--- src/rtl/fb_pkg.sv ---
// fb_pkg: shared definitions for the framebuffer memory arbiter.
//   FB_ADDR_W / FB_DATA_W / FB_WBEN_W : framebuffer word address, data and byte-enable widths
//   OP_WRITE / OP_READ                 : encoding of the per-request op bit
//   arb_state_e                        : arbiter FSM state encoding
//   idx_width()                        : width of a requester index for a given port count
package fb_pkg;

    localparam int FB_ADDR_W = 16;
    localparam int FB_DATA_W = 32;
    localparam int FB_WBEN_W = 4;

    localparam logic OP_WRITE = 1'b1;
    localparam logic OP_READ  = 1'b0;

    typedef enum logic [0:0] {
        ARB_IDLE  = 1'b0,
        ARB_BURST = 1'b1
    } arb_state_e;

    // A single-port configuration still needs a 1-bit index.
    function automatic int idx_width(input int n);
        return (n > 1) ? $clog2(n) : 1;
    endfunction

endpackage

--- src/rtl/fb_mem_arbiter_rr_picker.sv ---
// rr_picker: combinational round-robin first-one search.
//   req       in  NREQ   request vector
//   ptr       in  IDX_W  highest-priority port this cycle
//   grant     out NREQ   one-hot grant (zero when no request)
//   grant_idx out IDX_W  encoded grant index (zero when no request)
//   any       out 1      at least one request present
module rr_picker
    import fb_pkg::*;
#(
    parameter int NREQ = 4
) (
    input  logic [NREQ-1:0]             req,
    input  logic [idx_width(NREQ)-1:0]  ptr,
    output logic [NREQ-1:0]             grant,
    output logic [idx_width(NREQ)-1:0]  grant_idx,
    output logic                        any
);

    localparam int IDX_W = idx_width(NREQ);

    logic [IDX_W-1:0] idx;

    // Walk ports ptr, ptr+1, ... wrapping at NREQ; the first requester wins.
    always_comb begin
        grant     = '0;
        grant_idx = '0;
        any       = 1'b0;
        idx       = '0;
        for (int k = 0; k < NREQ; k++) begin
            idx = IDX_W'((int'(ptr) + k) % NREQ);
            if (!any && req[idx]) begin
                any        = 1'b1;
                grant[idx] = 1'b1;
                grant_idx  = idx;
            end
        end
    end

endmodule

--- src/rtl/fb_mem_arbiter.sv ---
// fb_mem_arbiter: round-robin arbiter sharing one synchronous-SRAM framebuffer port
// between NREQ drawing engines, with bounded bursts and read-return steering.
//   clk, rst                  clock, asynchronous active-high reset
//   req_data/addr/wben/op     per-port request payload, port i in slice i
//   req_rts / req_rtr         per-port request valid / accepted this cycle
//   rd_data / rd_valid        shared read return bus / one-hot return strobe
//   mem_stall                 memory port borrowed by scanout, no transfers
//   mem_en/we/addr/wdata/wben registered SRAM command
//   mem_rdata                 SRAM read data, one cycle after a read command
//
// Handshake: a transfer on port i happens on the rising edge where both
// req_rts[i] and req_rtr[i] are high. req_rts may rise at any time and is
// expected to hold until accepted; req_rtr is combinational from req_rts and
// is never high on more than one port.
module fb_mem_arbiter
    import fb_pkg::*;
#(
    parameter int NREQ      = 4,
    parameter int MAX_BURST = 16
) (
    input  logic                      clk,
    input  logic                      rst,
    input  logic [FB_DATA_W*NREQ-1:0] req_data,
    input  logic [FB_ADDR_W*NREQ-1:0] req_addr,
    input  logic [FB_WBEN_W*NREQ-1:0] req_wben,
    input  logic [NREQ-1:0]           req_op,
    input  logic [NREQ-1:0]           req_rts,
    output logic [NREQ-1:0]           req_rtr,
    output logic [FB_DATA_W-1:0]      rd_data,
    output logic [NREQ-1:0]           rd_valid,
    input  logic                      mem_stall,
    output logic                      mem_en,
    output logic                      mem_we,
    output logic [FB_ADDR_W-1:0]      mem_addr,
    output logic [FB_DATA_W-1:0]      mem_wdata,
    output logic [FB_WBEN_W-1:0]      mem_wben,
    input  logic [FB_DATA_W-1:0]      mem_rdata
);

    localparam int         IDX_W       = idx_width(NREQ);
    localparam logic [8:0] MAX_BURST_C = 9'(MAX_BURST);

    arb_state_e         state_q, state_d;
    logic [IDX_W-1:0]   owner_q, owner_d;
    logic [IDX_W-1:0]   rr_ptr_q, rr_ptr_d;
    logic [7:0]         burst_cnt_q, burst_cnt_d;
    logic               mem_en_q, mem_en_d;
    logic               mem_we_q, mem_we_d;
    logic [FB_ADDR_W-1:0] mem_addr_q, mem_addr_d;
    logic [FB_DATA_W-1:0] mem_wdata_q, mem_wdata_d;
    logic [FB_WBEN_W-1:0] mem_wben_q, mem_wben_d;
    // Read tag follows the command stage, then the SRAM data stage.
    logic [NREQ-1:0]    rd_tag_a_q, rd_tag_a_d;
    logic [NREQ-1:0]    rd_tag_m_q, rd_tag_m_d;
    logic [NREQ-1:0]    rd_valid_q, rd_valid_d;
    logic [FB_DATA_W-1:0] rd_data_q, rd_data_d;

    logic [FB_DATA_W-1:0] data_arr [NREQ];
    logic [FB_ADDR_W-1:0] addr_arr [NREQ];
    logic [FB_WBEN_W-1:0] wben_arr [NREQ];

    logic               holding;
    logic [IDX_W-1:0]   owner_inc, pick_inc, scan_ptr, pick_idx, sel_idx;
    logic [NREQ-1:0]    pick_grant;
    logic               pick_any, xfer, sel_op;

    always_comb begin
        for (int i = 0; i < NREQ; i++) begin
            data_arr[i] = req_data[i*FB_DATA_W +: FB_DATA_W];
            addr_arr[i] = req_addr[i*FB_ADDR_W +: FB_ADDR_W];
            wben_arr[i] = req_wben[i*FB_WBEN_W +: FB_WBEN_W];
        end
    end

    // Burst owner keeps the port only while it keeps requesting. Once it drops
    // rts the scan restarts from owner+1 in the same cycle, so a waiting port
    // is handed the slot with no idle cycle.
    assign holding   = (state_q == ARB_BURST) && req_rts[owner_q];
    assign owner_inc = (owner_q  == IDX_W'(NREQ-1)) ? '0 : owner_q  + IDX_W'(1);
    assign pick_inc  = (pick_idx == IDX_W'(NREQ-1)) ? '0 : pick_idx + IDX_W'(1);
    assign scan_ptr  = (state_q == ARB_BURST) ? owner_inc : rr_ptr_q;

    rr_picker #(.NREQ(NREQ)) u_picker (
        .req       (req_rts),
        .ptr       (scan_ptr),
        .grant     (pick_grant),
        .grant_idx (pick_idx),
        .any       (pick_any)
    );

    always_comb begin
        req_rtr = '0;
        if (!rst && !mem_stall) begin
            if (holding) begin
                req_rtr[owner_q] = 1'b1;
            end else if (pick_any) begin
                req_rtr = pick_grant;
            end
        end
    end

    assign xfer    = |req_rtr;
    assign sel_idx = holding ? owner_q : pick_idx;
    assign sel_op  = req_op[sel_idx];

    // Arbitration state. burst_cnt counts transfers already made in this
    // burst including the current one, so the burst ends on the transfer
    // that brings it to MAX_BURST.
    always_comb begin
        state_d     = state_q;
        owner_d     = owner_q;
        rr_ptr_d    = rr_ptr_q;
        burst_cnt_d = burst_cnt_q;
        if (!mem_stall) begin
            if (state_q == ARB_BURST && !holding) begin
                state_d  = ARB_IDLE;
                rr_ptr_d = owner_inc;
            end
            if (xfer) begin
                if (holding) begin
                    burst_cnt_d = burst_cnt_q + 8'd1;
                    if ({1'b0, burst_cnt_q} + 9'd1 >= MAX_BURST_C) begin
                        state_d  = ARB_IDLE;
                        rr_ptr_d = owner_inc;
                    end
                end else begin
                    owner_d     = pick_idx;
                    burst_cnt_d = 8'd1;
                    if (MAX_BURST_C == 9'd1) begin
                        state_d  = ARB_IDLE;
                        rr_ptr_d = pick_inc;
                    end else begin
                        state_d = ARB_BURST;
                    end
                end
            end
        end
    end

    // Registered memory command and read-return pipeline.
    always_comb begin
        mem_en_d    = xfer;
        mem_we_d    = xfer && (sel_op == OP_WRITE);
        mem_addr_d  = xfer ? addr_arr[sel_idx] : mem_addr_q;
        mem_wdata_d = xfer ? data_arr[sel_idx] : mem_wdata_q;
        mem_wben_d  = mem_wben_q;
        if (xfer) begin
            mem_wben_d = (sel_op == OP_WRITE) ? wben_arr[sel_idx] : '0;
        end
        rd_tag_a_d  = (xfer && sel_op == OP_READ) ? req_rtr : '0;
        rd_tag_m_d  = rd_tag_a_q;
        rd_valid_d  = rd_tag_m_q;
        rd_data_d   = (|rd_tag_m_q) ? mem_rdata : rd_data_q;
    end

    always_ff @(posedge clk or posedge rst) begin
        if (rst) begin
            state_q     <= ARB_IDLE;
            owner_q     <= '0;
            rr_ptr_q    <= '0;
            burst_cnt_q <= '0;
            mem_en_q    <= 1'b0;
            mem_we_q    <= 1'b0;
            mem_addr_q  <= '0;
            mem_wdata_q <= '0;
            mem_wben_q  <= '0;
            rd_tag_a_q  <= '0;
            rd_tag_m_q  <= '0;
            rd_valid_q  <= '0;
            rd_data_q   <= '0;
        end else begin
            state_q     <= state_d;
            owner_q     <= owner_d;
            rr_ptr_q    <= rr_ptr_d;
            burst_cnt_q <= burst_cnt_d;
            mem_en_q    <= mem_en_d;
            mem_we_q    <= mem_we_d;
            mem_addr_q  <= mem_addr_d;
            mem_wdata_q <= mem_wdata_d;
            mem_wben_q  <= mem_wben_d;
            rd_tag_a_q  <= rd_tag_a_d;
            rd_tag_m_q  <= rd_tag_m_d;
            rd_valid_q  <= rd_valid_d;
            rd_data_q   <= rd_data_d;
        end
    end

    assign mem_en    = mem_en_q;
    assign mem_we    = mem_we_q;
    assign mem_addr  = mem_addr_q;
    assign mem_wdata = mem_wdata_q;
    assign mem_wben  = mem_wben_q;
    assign rd_valid  = rd_valid_q;
    assign rd_data   = rd_data_q;

endmodule
--- config.mk ---
export PLATFORM = sky130hd
export DESIGN_NAME = fb_mem_arbiter
export DESIGN_NICKNAME = d
export VERILOG_FILES = /design/src/rtl/fb_pkg.sv /design/src/rtl/fb_mem_arbiter_rr_picker.sv /design/src/rtl/fb_mem_arbiter.sv
export SDC_FILE = /design/constraint.sdc
export NUM_CORES = 1
export LEC_CHECK = 0
export ABC_CLOCK_PERIOD_IN_PS = 4950
export CAP_MARGIN = 15
export CORE_AREA = 2 2 133 135
export CTS_BUF_LIST = sky130_fd_sc_hd__clkbuf_8
export DETAILED_ROUTE_END_ITERATION = 7
export DIE_AREA = 0 0 135 137
export PLACE_DENSITY = 0.82
export SLEW_MARGIN = 40
export SYNTH_ARGS = -nofsm -noshare
export SYNTH_HDL_FRONTEND = slang
export SYNTH_SLANG_ARGS = --single-unit
--- constraint.sdc ---
create_clock -name clk -period 4.95 [get_ports clk]
set_clock_uncertainty 0.1 [all_clocks]
set_input_delay 0.99 -clock clk [delete_from_list [all_inputs] [get_ports clk]]
set_output_delay 0.99 -clock clk [all_outputs]
set_load 0.005 [all_outputs]
Word-level counts from Yosys, hierarchy flattened

Index checks and enable logic that the tools add are counted.

Latch bits: 0
Input bits: 251
Memories kept: 0
Register bits after elaboration: 111
Memory bits (read-only): 0
Bits in writable memories: 0

Multiply operators: 0
Reduce and logical (&&, ||, !) cells: 22
Eq/ne operators: 1
Muxes and demuxes: 60
Add/sub/neg operators: 6
Shifts and indexed selects: 0
Bitwise gates (word level): 6
Divide/modulo/power cells: 0
Magnitude comparators: 13

Operators by type and width:

| cell                                                                                | count |
|---|---|
| 32-bit binary-select mux with 2-bit select                                          | 1 |
| 32-bit two-way mux                                                                  | 2 |
| 4-bit two-way mux                                                                   | 11 |
| 16-bit binary-select mux with 2-bit select                                          | 1 |
| 16-bit two-way mux                                                                  | 2 |
| 2-bit two-way mux                                                                   | 11 |
| 1-bit two-way mux                                                                   | 19 |
| 2-bit by 3-bit less-than comparator with 1-bit output, second input constant        | 6 |
| 1-bit logical AND                                                                   | 13 |
| 1-bit binary-select mux with 2-bit select                                           | 6 |
| 4-bit bitwise OR                                                                    | 3 |
| 1-bit demux with 2-bit select                                                       | 5 |
| 2-bit by 1-bit greater-or-equal comparator with 1-bit output, second input constant | 5 |
| 8-bit by 1-bit adder with 9-bit output, second input constant                       | 1 |
| 9-bit by 5-bit greater-or-equal comparator with 1-bit output, second input constant | 1 |
| 8-bit by 1-bit adder with 8-bit output, second input constant                       | 1 |
| 4-bit binary-select mux with 2-bit select                                           | 1 |
| 8-bit two-way mux                                                                   | 1 |
| 4-bit OR reduction                                                                  | 2 |
| 1-bit zero test                                                                     | 6 |
| 2-bit by 1-bit adder with 2-bit output, second input constant                       | 2 |
| 2-bit adder, second input constant                                                  | 2 |
| 3-bit greater-or-equal comparator, second input constant                            | 1 |
| 2-bit NOT with 3-bit output                                                         | 1 |
| 3 further kinds                                                                     | 4 |

Logic depth before layout (Yosys ltp)

Gate-level depths: netlist (run 1).

Depth after elaboration: 21
Gate-level depth with buffers: 15

By module

A second synthesis (run 1) with hierarchy kept.

Cells, all modules: 561
Area total of the unflattened synthesis: 6548.8 sq um

By module, submodules not included:

| module         | area each (sq um) | times used | cells each | seq. area each (sq um) |
|---|---|---|---|---|
| fb_mem_arbiter | 6127.1            | 1          | 516        | 2777.7 |
| rr_picker      | 421.7             | 1          | 45         | 0.0 |

Worst setup path after synthesis (run 1)

OpenSTA, ideal clock, no wires.

Kind: register to output
From: register owner_q[0]
To: output req_rtr[3]
Data required time: 3860 ps
Arrival time: 2726 ps
Path buffers: 0
Stages on the path, launching flop included: 11
Path slack: 1134 ps
Cells stage by stage: dfrtp_1 > ha_1 > or3b_1 > nand2_2 > ha_1 > nor3_1 > o2111a_1 > a41o_1 > a31o_2 > a22oi_1 > a22oi_1

Word-level cells in the longest chain between the ends: 18

RTL lines:

| what                                                                                                           | line                  | RTL |
|---|---|---|
| from (decl)                                                                                                    | fb_mem_arbiter.sv:44  | `logic [IDX_W-1:0] owner_q, owner_d;` |
| from (signal assigned)                                                                                         | fb_mem_arbiter.sv:173 | `owner_q <= owner_d;` |
| parallel branches: the longest is 16 deep, another holds 2-bit by 3-bit less-than comparator with 1-bit output | --                    |  |
| 4-bit two-way mux (*)                                                                                          | fb_mem_arbiter.sv:94  | `if (holding) begin` |
| 4-bit two-way mux (*)                                                                                          | fb_mem_arbiter.sv:93  | `if (!rst && !mem_stall) begin` |
| to (decl)                                                                                                      | fb_mem_arbiter.sv:28  | `output logic [NREQ-1:0] req_rtr,` |

Every way passes the cells marked *. The select of a mux whose other input is x is not followed.

Final worst setup path (run 1)

From: register owner_q[1]
To: output req_rtr[3]

Same word-level chain as after synthesis.

==> results of run 1 <==
## synthesized netlist by cell type, drive strengths merged (2+ instances only)
cell type  count  area share, %
a21o           3           0.35
o21ai         66            5.1
mux2i        108             17
a22o           3           0.41
nand3          6           0.46
ha            14            2.7
nand2b         6           0.58
a222oi         4           0.62
o211ai         2           0.23
dfrtp        111             43
buf           21            2.5
and3           7           0.68
clkbuf        15           0.87
nor2           7           0.41
a21oi          3           0.23
nor2b          3           0.29
mux2          84             15
nand2         68            4.0
nor4           2           0.42
and2           2           0.19
nor3           5           0.39
a31o           2           0.27
mux4           2           0.69
inv           10           0.58
a22oi          8           0.93
o31ai          5           0.58
## placed cells by master, fill, tap and decap left out, types with 4 or more instances in the layout
master and count:
o21ai_0 54, clkbuf_8 9, o31ai_1 4, and3_1 7
nand3_1 6, mux2i_1 108, buf_4 22, nor2_1 7
a222oi_1 4, buf_12 5, nand2b_1 6, clkdlybuf4s50_1 344
nand2_1 67, o21ai_1 12, mux2_2 84, inv_1 7
dfrtp_1 109, nor3_1 4, ha_1 13, a22oi_1 6
## through the flow
| stage | setup slack (ns) | setup TNS [ns] | instances | total power [mW] |
|---|---|---|---|---|
| floorplan | 0.929 | 0 | 585 | 5.73 |
| global placement | 0.382 | 0 | 1140 | 7.55 |
| detailed placement | 0.327 | 0 | 1141 | 7.68 |
| CTS | 0.0306 | 0 | 1157 | 8.29 |
| global route | -0.00463 | -0.00463 | 1161 | 8.88 |
| finish | 0.164 | 0 | 1161 | 8.27 |
## cell type report
type	instances	area [um^2]
fill	1453	6500
tap	225	282
clock inverter	7	101
sequential	111	2780
multi-input combinational	428	3520
timing repair buffer	371	3710
clock buffer	9	124
inverter	10	40.0
## worst register-to-register path, delay by kind of cell, from the launching register on
| family | cells | cell delay (ns) |
|---|---|---|
| buffers and inverters | 2 | 0.44 |
| DFF | 1 | 0.48 |
| and+or+nand+nor | 3 | 1.07 |
| muxes | 1 | 0.33 |
| adders and majority gates | 2 | 0.62 |
| AOI/OAI and AO/OA | 5 | 1.15 |
## report_power, final
group	leakage [nW]	internal [mW]	switching, mW
combinational	3.11	3.29	2.82
clock	0.111	0.215	0.381
sequential	1.38	1.35	0.220
total	4.60	4.86	3.42
## state kept, by name (all words and copies together), names as in the netlist, 2 cells and up
register / cells
burst_cnt_q: 8
mem_addr: 16
mem_wben: 4
mem_wdata: 32
owner_q: 2
rd_data: 32
rd_tag_a_q: 4
rd_tag_m_q: 4
rd_valid: 4
rr_ptr_q: 2
## routing by layer
metal  vias to the layer above  global-route usage, %  wire (um)
li1                       2822                      -          -
met1                      2707                   26.8       8490
met2                       256                   36.7      10300
met3                        35                   6.52       1780
met4                         0                   7.52        515
met5                         -                      0          0
## worst max path at each step
stage,depth (start not counted),endpoint,start
after global routing,11,req_rtr[3],owner_q[1]
after floorplan,1,burst_cnt_q[0],rst
after global placement,8,req_rtr[0],req_rts[3]
after CTS,11,req_rtr[3],owner_q[0]
after detailed placement,8,req_rtr[0],req_rts[3]
final,11,req_rtr[3],owner_q[1]
## kinds of logic after synthesis
group           count (synthesis)  synth area share (%)
compound gates                110                  10.7
fa+ha+maj                      14                  2.70
buf+inv                        46                  3.99
flops                         111                  42.8
mux                           194                  31.9
simple gates                  110                  7.83
## timing repair
action / in CTS / in global routing
buffers inserted: 0 / 4
endpoints found under the setup margin: 2 / 3
cloned: 0 / 0
gates resized for setup: 2 / 6
==> results.toml, run 1 <==
[yosys]
synth-async-reset-ratio_pct = 100
postSynthAreaPerCell_um2 = 11.1
ys.flop_type = "dfrtp_1"
synth_fp_nets = 850
synth-seq-area-share_pct = 42.8
synth_cell_types = 50
syn_area_mm2 = 0.00649
synth-seq-cells = 111
synth-edff-count = 0
netlist_instances = 585
synth_warnings = 0

[clock_network]
cts_tree = "built"
clkTransAtPathRegs_ns = 0.11
numClockSinks = 111
clockBufferDepth = 2
root_buffer = "clkbuf_8"
clk_latency_ns = 0.41
holdBufCountCts = 0
h-tree-depth = 3
numCtsBuffers = 9

[worst_setup_path]
path_buf_inv = 1
r2r-start = "owner_q[1]"
path_cells = "ha_1 > or3b_1 > nand2_4 > ha_2 > nor3_4 > o2111a_1 > a41o_1 > a31o_2 > a22oi_1 > a22oi_2 > clkdlybuf4s50_1"
path_max_fanout = 9
max_stage_delay_ns = 0.54
r2r_end = "mem_wben[1]"
worstSetupPathType = "flop to output port"
r2r_cells = 13
cp-start-kind = "flop"
end_kind = "output port"
cp_top_family = "compound AO/OA/AOI/OAI gates"
critPathRequiredTime_ns = 3.86
rrSetupSlack_ns = 0.66
crit_arrival_ns = 3.70
worst_path_max_delay_cell = "clkdlybuf4s50_1"

[status]
status = "completed"

[routing]
initialDrtViolationCount = 264
vias = 5820
ant_nets = 0
dr.pass1.iters = 5
drt-total-wl_um = 21100
drc = 0
viasPerCell = 5.01
wl_per_cell_um = 18.2

[power_and_ir_drop]
irDropWorstVdd_mv = 0.520
p_per_area_mw_per_mm2 = 784
p_leak_nw = 4.60

[die]
die_area_mm2 = 0.0185
rows = 48
coreArea_mm2 = 0.0171
num_io_pins = 345
start_util_pct = 38.0
die_h_um = 137
fp.dieW_um = 135

[placement]
dp_hpwl_um = 16600
place_congestion = 0.844
io_buffers = 344
place_area_mm2 = 0.0103

[timing]
slew_headroom_pct = 54.4
fin_crit_ns = 4.79
min_period_over_period_pct = 96.7
maxSlewViolCount = 0
clock.fmax_mhz = 209
hold_ws_ns = 0.260
setup_violations = 0
hold_viol = 0
tightestPinTransition_ns = 0.684

[global_route]
grt_use_total_pct = 21.8
antenna_found_initial = 0
first_global_vias = 5791
grt_pass1_wl_um = 31300
grt_max_degree = 56
grt_overflow_total = 0

[hold_path]
hold_path_end = "rd_tag_m_q[3]"
whs_path_depth = 0
hp-start = "rd_tag_a_q[3]"
hold_path_class = "flop to flop"

[layout]
post-route-util_pct = 61.9
antenna_cells = 0
fin_nets = 1196
area_growth_pct = 62.7
drive_gt1_share_pct = 15.7
finalInstanceArea_mm2 = 0.0106

[run]
max-cap-violations = 0
Power figures use the tool's default switching activity.
==> run 2, diff against run 1 <==
Settings changed: CAP_MARGIN 15 to 20.
==> results of run 2 <==
Same layout as run 1: the final DEF is identical, and so are final timing and power.
==> run 3, diff against run 2 <==
Settings changed: CELL_PAD_IN_SITES_DETAIL_PLACEMENT set to 1, CELL_PAD_IN_SITES_GLOBAL_PLACEMENT set to 1, CORE_AREA 2 2 133 135 to unset, CORE_MARGIN set to 2, CORE_UTILIZATION set to 30, DIE_AREA 0 0 135 137 to unset, PLACE_DENSITY 0.82 to 0.87, REMOVE_ABC_BUFFERS set to 1.
==> run 3 against run 2 <==
Compared with the run above:
- register-to-register slack got worse by 0.12 ns
- worst setup slack got worse by 0.021 ns
- fmax fell by 0.44%
- critical path depth fell by 1
- via count rose by 2.1%
- global-route usage fell by 2.1 points
- final area fell by 0.46%
- wire length rose by 12%
- total power fell by 1.5%
- sequential share of layout area rose by 0.12 points
- die area rose by 23%
- clock-buffer cell count rose by 2
==> results.toml, run 3 (synthesis gave the netlist of run 1 again) <==
[status]
status = "completed"

[timing]
min_period_over_period_pct = 97.1
hold_viol = 0
tightestPinTransition_ns = 0.806
fin_ws_ns = 0.143
maxSlewViolCount = 0
setup_violations = 0
slew_headroom_pct = 46.2
fin_crit_ns = 4.81
clock.fmax_mhz = 208

[placement]
io_buffers = 344
dp.cells = 1185
place_area_mm2 = 0.0103
dp_hpwl_um = 18900
pre_cts_slack_ns = 0.234
place_congestion = 0.810

[worst_setup_path]
path_max_fanout = 10
path_buf_inv = 3
r2r-start = "owner_q[1]"
path_cells = "ha_2 > or3b_1 > nand2_2 > buf_4 > inv_2 > mux4_2 > o311a_1 > a222oi_1 > a22oi_2 > clkdlybuf4s50_1"
cp-start-kind = "flop"
end_kind = "output port"
r2r_cells = 14
crit_arrival_ns = 3.72
max_stage_delay_ns = 0.49
r2r_end = "mem_addr[10]"
rrSetupSlack_ns = 0.54
cp.depth = 10
cp_top_family = "compound AO/OA/AOI/OAI gates"
endpoint = "req_rtr[3]"
critPathRequiredTime_ns = 3.86
crit_start = "owner_q[1]"
worstSetupPathType = "flop to output port"
worst_path_max_delay_cell = "a222oi_1"

[global_route]
antenna_found_initial = 0
grt_overflow_total = 0
grt_use_total_pct = 19.7
grt_max_degree = 73
grt_pass1_wl_um = 34600
first_global_vias = 6347

[routing]
initialDrtViolationCount = 122
dr.pass1.iters = 4
drt-total-wl_um = 23700
ant_nets = 0
viasPerCell = 4.94
vias = 5943
wl_per_cell_um = 19.7
drc = 0

[layout]
mostFrequentLayoutCells = "clkdlybuf4s50_1, dfrtp_1, mux2i_1, mux2_2, nand2_1"
regArea_mm2 = 0.00278
drive_gt1_share_pct = 15.0
fillCellCount = 2300
finalInstanceArea_mm2 = 0.0105
antenna_cells = 0
multi_input_area_mm2 = 0.00352
post-route-util_pct = 49.7
fin_nets = 1188
final_common_cell = "clkdlybuf4s50_1"
final_cells = 1203
area_growth_pct = 61.9

[clock_network]
cts_tree = "built"
clockBufferDepth = 2
numCtsBuffers = 9
clkTransAtPathRegs_ns = 0.11
holdBufCountCts = 0
numClockSinks = 111
clk_latency_ns = 0.37
root_buffer = "clkbuf_8"
h-tree-depth = 3

[power_and_ir_drop]
irDropWorstVdd_mv = 0.817
p_total_mw = 8.15
p_per_area_mw_per_mm2 = 776
p_leak_nw = 4.55

[hold_path]
hold_path_class = "flop to flop"
whs_path_depth = 0

[die]
fp.dieW_um = 151
die_area_mm2 = 0.0228
coreArea_mm2 = 0.0212
num_io_pins = 345
start_util_pct = 30.7
die_h_um = 151
rows = 53

[run]
max-cap-violations = 0
==> run 3: changes by cell type in the layout (fill, tap and decap cells not counted), moves of 2 or more <==
cell,delta
inv_12,-2
clkinv_8,-3
clkinv_2,+2
buf_4,-7
inv_6,+2
clkbuf_8,+2
==> run 3: worst min path at each step <==
stage	start	end	slack, ns
floorplan	rd_tag_a_q[0]	rd_tag_m_q[0]	0.23
global placement	rd_tag_a_q[1]	rd_tag_m_q[1]	0.24
detailed placement	rd_tag_a_q[0]	rd_tag_m_q[0]	0.24
CTS	rd_tag_a_q[0]	rd_tag_m_q[0]	0.27
global route	rd_tag_a_q[0]	rd_tag_m_q[0]	0.28
finish	rd_tag_a_q[0]	rd_tag_m_q[0]	0.26
==> run 3: layout make-up <==
class | instances | share of cell area, %
Clock buffer | 11 | 1.44
Clock inverter | 5 | 0.298
Inverter | 10 | 0.405
Multi-Input combinational cell | 428 | 33.5
Sequential cell | 111 | 26.5
Tap cell | 275 | 3.28
Timing Repair Buffer | 363 | 34.6
==> run 3: per-stage QoR <==
stage | TNS, ns | hold slack [ns]
final | 0 | 0.263
after global routing | -0.00134 | 0.279
after CTS | 0 | 0.266
after detailed placement | 0 | 0.243
after global placement | 0 | 0.236
after floorplan | -584.35 | 0.231
==> run 3: repair_timing <==
item / CTS / global route
pin swaps: 0 / 3
gates resized for setup: 3 / 5
setup buffers: 0 / 2
setup endpoints to repair: 2 / 4
==> run 3: routing by layer <==
| layer | GRT usage (%) | part of all wire, % | vias to the layer above |
|---|---|---|---|
| met1 | 21.9 | 38 | 2876 |
| met5 | 0 | 0 | - |
| met2 | 36.0 | 51 | 239 |
| met3 | 6.96 | 8.9 | 30 |
| met4 | 4.58 | 1.8 | 0 |
| li1 | - | - | 2798 |
==> run 3: where the power goes <==
group / switching [mW] / internal [mW]
Clock: 0.319 / 0.212
Sequential: 0.228 / 1.35
Combinational: 2.88 / 3.16
